**src/rtl/gray_counter_param.sv**
```systemverilog
// gray_counter_param: up/down Gray-code counter with load, wrap/saturate mode and tc/sat pulses.
module gray_counter_param #(
  parameter int unsigned WIDTH     = 4,
  parameter int unsigned SATURATE  = 0,
  parameter int unsigned RESET_VAL = 0
) (
  input  logic             clk,
  input  logic             rst,
  input  logic             en,
  input  logic             up_dn,
  input  logic             load,
  input  logic [WIDTH-1:0] load_val,
  output logic [WIDTH-1:0] gray_count,
  output logic [WIDTH-1:0] bin_count_out,
  output logic             tc,
  output logic             sat
);
  localparam logic [WIDTH-1:0] RST_BIN  = WIDTH'(RESET_VAL);
  localparam logic [WIDTH-1:0] RST_GRAY = RST_BIN ^ (RST_BIN >> 1);
  localparam bit SAT_MODE = SATURATE != 0;
  logic [WIDTH-1:0] bin_nxt, step;
  logic             at_end;
  // Wrap falls out of modulo arithmetic; saturation just suppresses the step.
  always_comb begin
    at_end  = en && (up_dn ? &bin_count_out : ~|bin_count_out);
    step    = up_dn ? bin_count_out + 1'b1 : bin_count_out - 1'b1;
    bin_nxt = load ? load_val : (!en || (at_end && SAT_MODE)) ? bin_count_out : step;
  end
  always_ff @(posedge clk or negedge rst) begin
    if (!rst) begin
      bin_count_out <= RST_BIN;
      gray_count    <= RST_GRAY;
      tc            <= 1'b0;
      sat           <= 1'b0;
    end else begin
      bin_count_out <= bin_nxt;
      gray_count    <= bin_nxt ^ (bin_nxt >> 1);
      tc            <= !load && at_end && !SAT_MODE;
      sat           <= !load && at_end && SAT_MODE;
    end
  end
endmodule

```
**config.mk**
```make
export PLATFORM = sky130hd
export DESIGN_NAME = gray_counter_param
export DESIGN_NICKNAME = d
export VERILOG_FILES = /design/src/rtl/gray_counter_param.sv
export SDC_FILE = /design/constraint.sdc
export NUM_CORES = 1
export LEC_CHECK = 0
export ABC_AREA = 1
export BUFFER_PORTS_ARGS = -buffer_cell sky130_fd_sc_hd__buf_2
export CAP_MARGIN = 20
export CELL_PAD_IN_SITES_DETAIL_PLACEMENT = 2
export CELL_PAD_IN_SITES_GLOBAL_PLACEMENT = 2
export CORE_MARGIN = 2
export CORE_UTILIZATION = 26
export DETAILED_ROUTE_END_ITERATION = 10
export PLACE_DENSITY = 0.8
export REMOVE_ABC_BUFFERS = 1
export SETUP_SLACK_MARGIN = 0.02
export SLEW_MARGIN = 25
export SYNTH_ARGS = -nofsm -noshare
export SYNTH_HDL_FRONTEND = slang
export SYNTH_SLANG_ARGS = --single-unit
```
**constraint.sdc**
```tcl
create_clock -name clk -period 3.3 [get_ports clk]
set_input_delay 0 -clock clk [delete_from_list [all_inputs] [get_ports clk]]
set_output_delay 0 -clock clk [all_outputs]
set_load 0.01 [all_outputs]
```
Yosys cells after proc, flatten, opt, wreduce, memory -nomap -nowiden
Index checks and enable logic that the tools add are counted.

Flip-flop bits (word level): 9. Bits of input ports: 9. Output and inout bits: 10.

Add/sub/neg operators: 2. Mux-type cells: 4. Bitwise logic cells: 1. Reductions and logical operators: 6.

Operators by type and width (count): $mux 4 (3); $add 4x1->4 const B (1); $reduce_and 4->1 (1); $reduce_or 4->1 (1); $sub 4x1->4 const B (1); $xor 4x3->4 (1); $logic_and 1x1->1 (2); $logic_not 1->1 (2); $mux 1 (1).

Longest topological paths before layout
Gate-level depths: netlist of the first run.

Word-level depth: 5. Mapped depth: 11.

Least setup slack after synthesis of the first run
OpenSTA, ideal clock, no wires.

Path type: flip-flop to flip-flop. Start point: register bin_count_out[0]. End point: register gray_count[1]. Arrival: 1386 ps. Required time: 3170 ps. Setup slack: 1784 ps. Cell stages (with the launch flop): 7. Path buffers: 0. Period minus slack after synthesis: 1516 ps. Cell sequence: dfrtp_1 > fa_1 > nand2_1 > nand2_1 > nand2_1 > o21a_2 > xor2_1.

Longest elaborated chain between the ends: 5. Elaborated cells on any way between the ends: 6.

RTL lines: start, declared (RTL line 14) `output logic [WIDTH-1:0] bin_count_out,`; start signal, assigned (RTL line 36) `bin_count_out <= bin_nxt;`; $sub 4x1->4 or $add 4x1->4 (tied branches) (RTL line 26) `step = up_dn ? bin_count_out + 1'b1 : bin_count_out - 1'b1;`; $mux 4 * (RTL line 26); $mux 4 * (2 in a row) (RTL line 27) `bin_nxt = load ? load_val : (!en || (at_end && SAT_MODE)) ? bin_count_out : step;`; $xor 4x3->4 * (RTL line 37) `gray_count <= bin_nxt ^ (bin_nxt >> 1);`; end signal, assigned (RTL line 37); end, declared (RTL line 13) `output logic [WIDTH-1:0] gray_count,`.

Every way passes the cells marked *; elsewhere a longest branch is shown, timed or not.

Worst setup path in the final report of the first run
Same ends and word-level chain as after synthesis.

==> impl_metrics.env, run 1 <==
export IMPL_yosys_area_top_type="dfrtp_1"
export IMPL_grt_use_met1=0.179
export IMPL_pwr_share_comb=0.321
export IMPL_synth_top_cell_area_share=0.404
export IMPL_fin_skew_ps=7.22
export IMPL_cts_buffer_depth=2
export IMPL_grt_start_max_net_pins=9
export IMPL_cp_arrival_ps=1710
export IMPL_netlist_instances=62
export IMPL_endpoint_kind="flip-flop"
export IMPL_wl_per_cell_um=12.4
export IMPL_setup_violations=0
export IMPL_fp_coreArea_mm2=0.00176
export IMPL_start_util=0.281
export IMPL_setup_worst_path_start="bin_count_out[0]"
export IMPL_cts_repair_resized=0
export IMPL_period_needed_ps=1580
export IMPL_grt_overflow=0
export IMPL_io_pins=19
export IMPL_cpMostUsedCell="nand2_1"
export IMPL_cts_root_buf="clkbuf_4"
export IMPL_pwr_density_cell_mw_per_mm2=471
export IMPL_clk_latency_ps=260
export IMPL_die_area_mm2=0.00227
export IMPL_critical_path_max_fanout=6
export IMPL_maxCapViolCount=0
export IMPL_seq_area_frac_synth=0.404
export IMPL_synth_edf_count=0
export IMPL_slowest_delay_ps=520
export IMPL_dp_final_hpwl_mm=1.08
export IMPL_grt_util_met2=0.230
export IMPL_r2r_start="bin_count_out[0]"
export IMPL_n_fill_cell=230
export IMPL_crit_slowest_cell="fa_1"
export IMPL_maxSlewViolCount=0
export IMPL_synth_area_top_cells="dfrtp_1, nand2_1, ha_1, fa_1, inv_1"
export IMPL_finalWeightedCongestion=0.722
export IMPL_grt_usage=0.144
export IMPL_worstReg2RegEnd="gray_count[1]"
export IMPL_diodes=0
export IMPL_rsz0062_at_grt="no"
export IMPL_cts_max_level=1
export IMPL_synth_top_flop_cell="dfrtp_1"
export IMPL_netlist_area_um2=495
export IMPL_dr_total_vias=470
export IMPL_grt_pass1_wl_mm=2.17
export IMPL_p_int_uw=195
export IMPL_syn_avg_cell_area_um2=7.99
export IMPL_power_frac_seq=0.426
export IMPL_switching_power_uw=102
export IMPL_drtIter0Drc=0
export IMPL_drt_total_wl_mm=1.32
export IMPL_row_count=15
export IMPL_ir_drop_v=0.000212
export IMPL_cts_tree="built"
export IMPL_r2r_cells=6
export IMPL_synthArstFlopShare=1.00
export IMPL_final_layout_size_suffix_gt1_frac=0.346
export IMPL_critPathKind="flip-flop to flip-flop"
export IMPL_vias_per_cell=4.43
export IMPL_final_area_um2=629
export IMPL_fin_tns_setup_ps=0
export IMPL_crit_path_end="gray_count[1]"
export IMPL_cts_sink_count=8
export IMPL_synth_seq_cells=8
export IMPL_antenna_found_initial=0
export IMPL_hold_viol=0
export IMPL_clockPowerShare=0.253
export IMPL_num_nets_final=95
export IMPL_syn2layout_area_growth_pct=27.0
export IMPL_die_h_um=47.7
export IMPL_cp_cell_sequence="fa_1 -> nand2_1 -> nand2_1 -> nand2_1 -> o21a_2 -> xor2_1"
export IMPL_whs_ps=11.5
export IMPL_fin_crit_sh=0.479
export IMPL_run_status="finished clean"
export IMPL_cp_data_required_time_ps=3430
export IMPL_synth_most_common_cell="nand2_1"
export IMPL_grt_pass1_vias=482
export IMPL_met3_usage=0.0226
export IMPL_drc=0
export IMPL_yosys_cell_types_count=21
export IMPL_clk_pin_slew_ps=60
export IMPL_yosys_warnings=0
export IMPL_chipWidth_um=47.7
export IMPL_grt_most_used_layer="met2"
export IMPL_start_kind="flip-flop"
export IMPL_synthTopCellsByCount="nand2_1, dfrtp_1, inv_1, inv_2"
export IMPL_place_area_um2=597
export IMPL_first_pass_iters=1
export IMPL_port_buffers=17
export IMPL_rrSetupSlack_ps=1720
export IMPL_power_leakage_uw=0.000344
export IMPL_min_path_type="primary input to flip-flop"
export IMPL_numCtsBuffers=3
export IMPL_power_share_switching=0.343
export IMPL_fmax_mhz=632
export IMPL_ant_nets=0
## critical path, delay by kind of cell, from the launching register on
kind / cells / cell delay [ps]
xor gates and xnor gates: 1 / 160
AOI/OAI and AO/OA: 1 / 140
adders and majority gates: 1 / 520
and+or+nand+nor: 3 / 180
DFF: 1 / 450
## worst min path at each step
stage / endpoint / from / cells past startpoint
floorplan: bin_count_out[0] / rst / 0
CTS: bin_count_out[2] / load_val[2] / 3
global placement: gray_count[0] / rst / 1
finish: bin_count_out[2] / load_val[2] / 3
detailed placement: bin_count_out[0] / rst / 1
global route: bin_count_out[2] / load_val[2] / 3
## layout make-up
type	count	area, um2	share of cell area
Multi-Input combinational cell	42	243	0.386
Clock buffer	3	22.5	0.0358
Tap cell	25	31.3	0.0497
Timing Repair Buffer	18	95.1	0.151
Sequential cell	8	200	0.318
Inverter	10	37.5	0.0596
## layer usage
metal	part of all wire	wire (um)
met5	0	0
met1	0.43	565
met3	0.036	47
met2	0.53	693
met4	0.0083	11
## power groups by stage
stage	clock, uW	sequential [uW]	combinational (uW)
finish	75.0	126	95.2
global route	82.1	130	109
floorplan	0	135	49.1
global placement	0	127	92.0
CTS	79.8	127	97.9
detailed placement	0	128	96.1
## kinds of logic after synthesis
kind of cell | synth area share
other cells | 0.00757
compound gates | 0.119
simple gates | 0.220
buf+inv | 0.106
xor+xnor | 0.0530
fa+ha+maj | 0.0909
flops | 0.404
## timing repair
| item | CTS | global route |
|---|---|---|
| endpoints found under the hold margin | 8 | 0 |
| buffers inserted | 0 | 0 |
| hold buffers | 1 | 0 |
## flip-flops by register name, indices dropped and copies added, names as in the netlist
name           flops
bin_count_out      4
gray_count         3
tc                 1
## per-stage QoR
stage,total power (uW),std cells,setup WS (ps),util
6_report,297,106,1720,0.357
5_1_grt,320,106,1600,0.357
4_1_cts,304,106,1720,0.357
3_5_place_dp,224,102,1730,0.338
3_3_place_gp,219,102,1730,0.338
2_1_floorplan,184,60,1780,-
## cell usage in the layout (no fill, tap or decap)
cell / instances
or2_2: 1
o21ai_2: 1
buf_2: 17
ha_1: 2
o21a_2: 1
inv_2: 5
or2_1: 1
xor2_1: 2
fa_1: 1
clkbuf_4: 3
nor3_1: 2
dfrtp_1: 8
nand3_1: 3
dlygate4sd3_1: 1
conb_1: 1
a21oi_1: 3
nand2_1: 17
nor2_1: 2
o211ai_1: 1
a41oi_1: 1
xnor2_1: 1
inv_1: 5
o21ai_1: 2
Note: power is estimated with default switching activity, not from simulation.
==> inputs of run 2 (changes only) <==
--- a/config.mk
+++ b/config.mk
@@ -11,9 +11,9 @@
 export CELL_PAD_IN_SITES_DETAIL_PLACEMENT = 2
 export CELL_PAD_IN_SITES_GLOBAL_PLACEMENT = 2
 export CORE_MARGIN = 2
-export CORE_UTILIZATION = 26
+export CORE_UTILIZATION = 22
 export DETAILED_ROUTE_END_ITERATION = 10
-export PLACE_DENSITY = 0.8
+export PLACE_DENSITY = 0.72
 export REMOVE_ABC_BUFFERS = 1
 export SETUP_SLACK_MARGIN = 0.02
 export SLEW_MARGIN = 25
==> constraint.sdc (replaced) <==
create_clock -name clk -period 1.3 [get_ports clk]
set_input_delay 0 -clock clk [delete_from_list [all_inputs] [get_ports clk]]
set_output_delay 0 -clock clk [all_outputs]
set_load 0.01 [all_outputs]
==> impl_metrics.env, run 2 (synthesis gave the netlist of run 1 again) <==
export IMPL_grt_pass1_vias=571
export IMPL_fin_skew_ps=2.65
export IMPL_cp_arrival_ps=1670
export IMPL_final_instance_count_excl_fill=119
export IMPL_period_needed_ps=1550
export IMPL_critPathKind="flip-flop to flip-flop"
export IMPL_chipWidth_um=51.5
export IMPL_critical_path_max_fanout=3
export IMPL_numCtsBuffers=3
export IMPL_power_uw=823
export IMPL_final_layout_size_suffix_gt1_frac=0.484
export IMPL_cts_buffer_depth=2
export IMPL_n_fill_cell=269
export IMPL_start_util=0.228
export IMPL_cts_max_level=1
export IMPL_first_pass_iters=1
export IMPL_fp_coreArea_mm2=0.00217
export IMPL_drt_total_wl_mm=1.49
export IMPL_num_nets_final=105
export IMPL_setup_violations=6
export IMPL_endpoint_kind="flip-flop"
export IMPL_reg_top3="bin_count_out: 4 flops, gray_count: 3 flops, tc: 1 flops"
export IMPL_grt_pass1_wl_mm=2.53
export IMPL_largest_register_ff_count=4
export IMPL_rsz0062_at_grt="yes"
export IMPL_diodes=0
export IMPL_largest_register="bin_count_out"
export IMPL_power_leakage_uw=0.000392
export IMPL_syn2layout_area_growth_pct=49.0
export IMPL_fin_crit_sh=1.19
export IMPL_grt_usage=0.127
export IMPL_failed_checks="negative setup slack"
export IMPL_finalWeightedCongestion=0.654
export IMPL_final_cell_mix="buf_2, nand2_1, buf_4"
export IMPL_min_path_type="primary input to flip-flop"
export IMPL_final_util=0.340
export IMPL_antenna_found_initial=0
export IMPL_cts_tree="built"
export IMPL_rrSetupSlack_ps=-250
export IMPL_die_area_mm2=0.00265
export IMPL_cts_sink_count=8
export IMPL_maxSlewViolCount=0
export IMPL_place_inst=111
export IMPL_ir_drop_v=0.000539
export IMPL_fin_tns_setup_ps=-943
export IMPL_row_count=17
export IMPL_start_kind="flip-flop"
export IMPL_die_h_um=51.5
export IMPL_cp_data_required_time_ps=1420
export IMPL_fmax_mhz=646
export IMPL_vias_per_cell=4.34
export IMPL_grt_start_max_net_pins=9
export IMPL_hold_viol=0
export IMPL_dr_total_vias=517
export IMPL_clk_pin_slew_ps=50
export IMPL_dp_final_hpwl_mm=1.20
export IMPL_wl_per_cell_um=12.5
export IMPL_cts_root_buf="clkbuf_4"
export IMPL_io_pins=19
export IMPL_maxCapViolCount=0
export IMPL_finalWorstSetupSlack_ps=-248
export IMPL_run_status="finished with violations"
export IMPL_drc=0
export IMPL_drtIter0Drc=0
export IMPL_port_buffers=17
export IMPL_pwr_density_cell_mw_per_mm2=1110
export IMPL_clk_latency_ps=250
export IMPL_ant_nets=0
export IMPL_layout_commonest_cell="buf_2"
export IMPL_grt_overflow=0
## run 2: final timing paths
| path | from | to | depth (start not counted) |
|---|---|---|---|
| setup / recovery | bin_count_out[1] | gray_count[1] | 6 |
| hold / removal | load_val[2] | bin_count_out[2] | 3 |
| setup reg to reg | bin_count_out[1] | gray_count[1] | 6 |
| hold reg to reg | bin_count_out[3] | tc | 2 |
| max in group asynchronous | rst | gray_count[0] | 2 |
| min in group asynchronous | rst | bin_count_out[3] | 2 |
## run 2: layout make-up
class	count	area (um2)	share of cell area
inverters	10	37.5	0.0508
multi-input cells	42	270	0.366
repair buffers	28	173	0.234
flip-flops and latches	8	200	0.271
well taps	28	35.0	0.0475
clock buffers	3	22.5	0.0305
## run 2: through the flow
step / hold WS [ps] / worst slack (ps) / area [um2]
after floorplan: -296 / -216 / 480
after global placement: -146 / -165 / 646
after detailed placement: -143 / -233 / 646
after CTS: 8.85 / -229 / 718
after global routing: 24.0 / -342 / 738
final: 17.3 / -248 / 738
## run 2: power by group
| group | switching (uW) | internal [uW] | leakage [uW] |
|---|---|---|---|
| combinational | 176 | 151 | 0.000283 |
| sequential | 26.0 | 288 | 0.0000952 |
| clock | 77.1 | 105 | 0.0000138 |
## run 2: critical path, cell delays in order (launching register included)
cell and delay [ps]:
dfrtp_1 410, fa_1 500, nand2_1 70, nand2_1 90, nand2_1 50, o21a_2 140, xor2_1 160
## run 2: timing repair
| item | in CTS | in global routing |
|---|---|---|
| endpoints found under the setup margin | 6 | 7 |
| hold endpoints to repair | 9 | 0 |
| setup buffers | 1 | 2 |
| gates resized for setup | 5 | 2 |
| pin swaps | 1 | 0 |
| hold buffers | 2 | 0 |
## run 2: routing by layer
| metal | wire length, um | global-route usage | part of all wire | vias up |
|---|---|---|---|---|
| met5 | 0 | 0 | 0 | - |
| met4 | 0 | 0.0658 | 0 | 0 |
| met3 | 32 | 0.00877 | 0.022 | 0 |
| met2 | 837 | 0.239 | 0.56 | 8 |
| met1 | 615 | 0.141 | 0.41 | 255 |
| li1 | - | - | - | 254 |
==> inputs of run 3 (changes only) <==
--- a/config.mk
+++ b/config.mk
@@ -20,3 +20,4 @@
 export SYNTH_ARGS = -nofsm -noshare
 export SYNTH_HDL_FRONTEND = slang
 export SYNTH_SLANG_ARGS = --single-unit
+export TNS_END_PERCENT = 20
==> impl_metrics.env, run 3 (synthesis gave the netlist of run 1 again) <==
export IMPL_die_area_mm2=0.00265
export IMPL_final_area_um2=708
export IMPL_n_fill_cell=275
export IMPL_finalWorstSetupSlack_ps=-220
export IMPL_maxCapViolCount=0
export IMPL_fin_tns_setup_ps=-831
export IMPL_grt_pass1_wl_mm=2.49
export IMPL_first_pass_iters=4
export IMPL_port_buffers=17
export IMPL_io_pins=19
export IMPL_fin_skew_ps=1.23
export IMPL_fin_crit_sh=1.17
export IMPL_period_needed_ps=1520
export IMPL_grt_start_max_net_pins=9
export IMPL_drtIter0Drc=2
export IMPL_cts_tree="built"
export IMPL_maxSlewViolCount=0
export IMPL_start_kind="flip-flop"
export IMPL_setup_violations=6
export IMPL_ant_nets=0
export IMPL_critical_path_max_fanout=4
export IMPL_largest_register_ff_count=4
export IMPL_cts_sink_count=8
export IMPL_clk_latency_ps=250
export IMPL_critPathKind="flip-flop to flip-flop"
export IMPL_syn2layout_area_growth_pct=42.9
export IMPL_row_count=17
export IMPL_fp_coreArea_mm2=0.00217
export IMPL_power_leakage_uw=0.000382
export IMPL_num_nets_final=103
export IMPL_ir_drop_v=0.000533
export IMPL_min_path_type="primary input to flip-flop"
export IMPL_cts_max_level=1
export IMPL_place_ws_ps=-233
export IMPL_grt_overflow=0
export IMPL_die_h_um=51.5
export IMPL_start_util=0.228
export IMPL_cts_root_buf="clkbuf_4"
export IMPL_drc=0
export IMPL_pwr_density_cell_mw_per_mm2=1140
export IMPL_fmax_mhz=658
export IMPL_endpoint_kind="flip-flop"
export IMPL_cts_buffer_depth=2
export IMPL_numCtsBuffers=3
export IMPL_final_cell_mix="nand2_1, buf_2, dfrtp_1"
export IMPL_finalWeightedCongestion=0.654
export IMPL_wl_per_cell_um=12.4
export IMPL_largest_register="bin_count_out"
export IMPL_cp_data_required_time_ps=1430
export IMPL_vias_per_cell=4.43
export IMPL_dr_total_vias=518
export IMPL_run_status="finished with violations"
export IMPL_drt_total_wl_mm=1.45
export IMPL_chipWidth_um=51.5
export IMPL_rsz0062_at_grt="yes"
export IMPL_grt_pass1_vias=560
export IMPL_antenna_found_initial=0
export IMPL_hold_viol=0
export IMPL_dp_final_hpwl_mm=1.20
export IMPL_cp_arrival_ps=1650
export IMPL_place_area_um2=646
export IMPL_clk_pin_slew_ps=50
export IMPL_reg_top3="bin_count_out: 4 flops, gray_count: 3 flops, tc: 1 flops"
export IMPL_grt_usage=0.126
export IMPL_final_layout_size_suffix_gt1_frac=0.404
export IMPL_diodes=0
export IMPL_failed_checks="negative setup slack"
==> run 3: cell type report <==
cell class | count | area [um2] | share of cell area
multi-input combinational | 42 | 255 | 0.360
inverter | 10 | 37.5 | 0.0530
timing repair buffer | 26 | 158 | 0.223
clock buffer | 3 | 22.5 | 0.0318
sequential | 8 | 200 | 0.283
tap | 28 | 35.0 | 0.0495
==> run 3: repair_timing <==
item,in CTS,in global routing
resized for setup,1,0
hold buffers,2,0
endpoints found under the setup margin,6,6
endpoints found under the hold margin,9,0
setup buffers,0,1
==> run 3: power by group <==
part           switching [uW]  internal [uW]
sequential               26.7            288
combinational             164            138
clock                    82.2            105
==> run 3: critical path, cell delays in order (launching register included) <==
cell     delay (ps)
dfrtp_1         420
fa_1            420
a21oi_1         170
o21ai_1          90
nand2_1          80
o21ai_2          80
xor2_1          150
==> run 3: final timing paths <==
| check | slack, ps | from | to | cells past startpoint |
|---|---|---|---|---|
| hold reg to reg | 770 | bin_count_out[2] | tc | 4 |
| setup reg to reg | -220 | bin_count_out[1] | gray_count[1] | 6 |
| min in group asynchronous | 120 | rst | bin_count_out[3] | 2 |
| max in group asynchronous | 1010 | rst | bin_count_out[1] | 2 |
| setup / recovery | -220 | bin_count_out[1] | gray_count[1] | 6 |
| hold / removal | 8 | load_val[2] | bin_count_out[2] | 3 |
==> run 3: stage by stage <==
step                cells  power (uW)  hold WS [ps]  utilization
detailed placement    111         605          -143        0.298
CTS                   116         809          8.85        0.323
global route          117         860          22.7        0.326
floorplan              60         467          -296            -
finish                117         804          8.37        0.326
global placement      111         589          -146        0.298
==> run 3: metal layers <==
metal	vias up	wire length, um	global-route usage
met3	3	49	0.00877
met2	15	794	0.241
met5	-	0	0
met4	0	23	0.0658
li1	249	-	-
met1	251	583	0.136
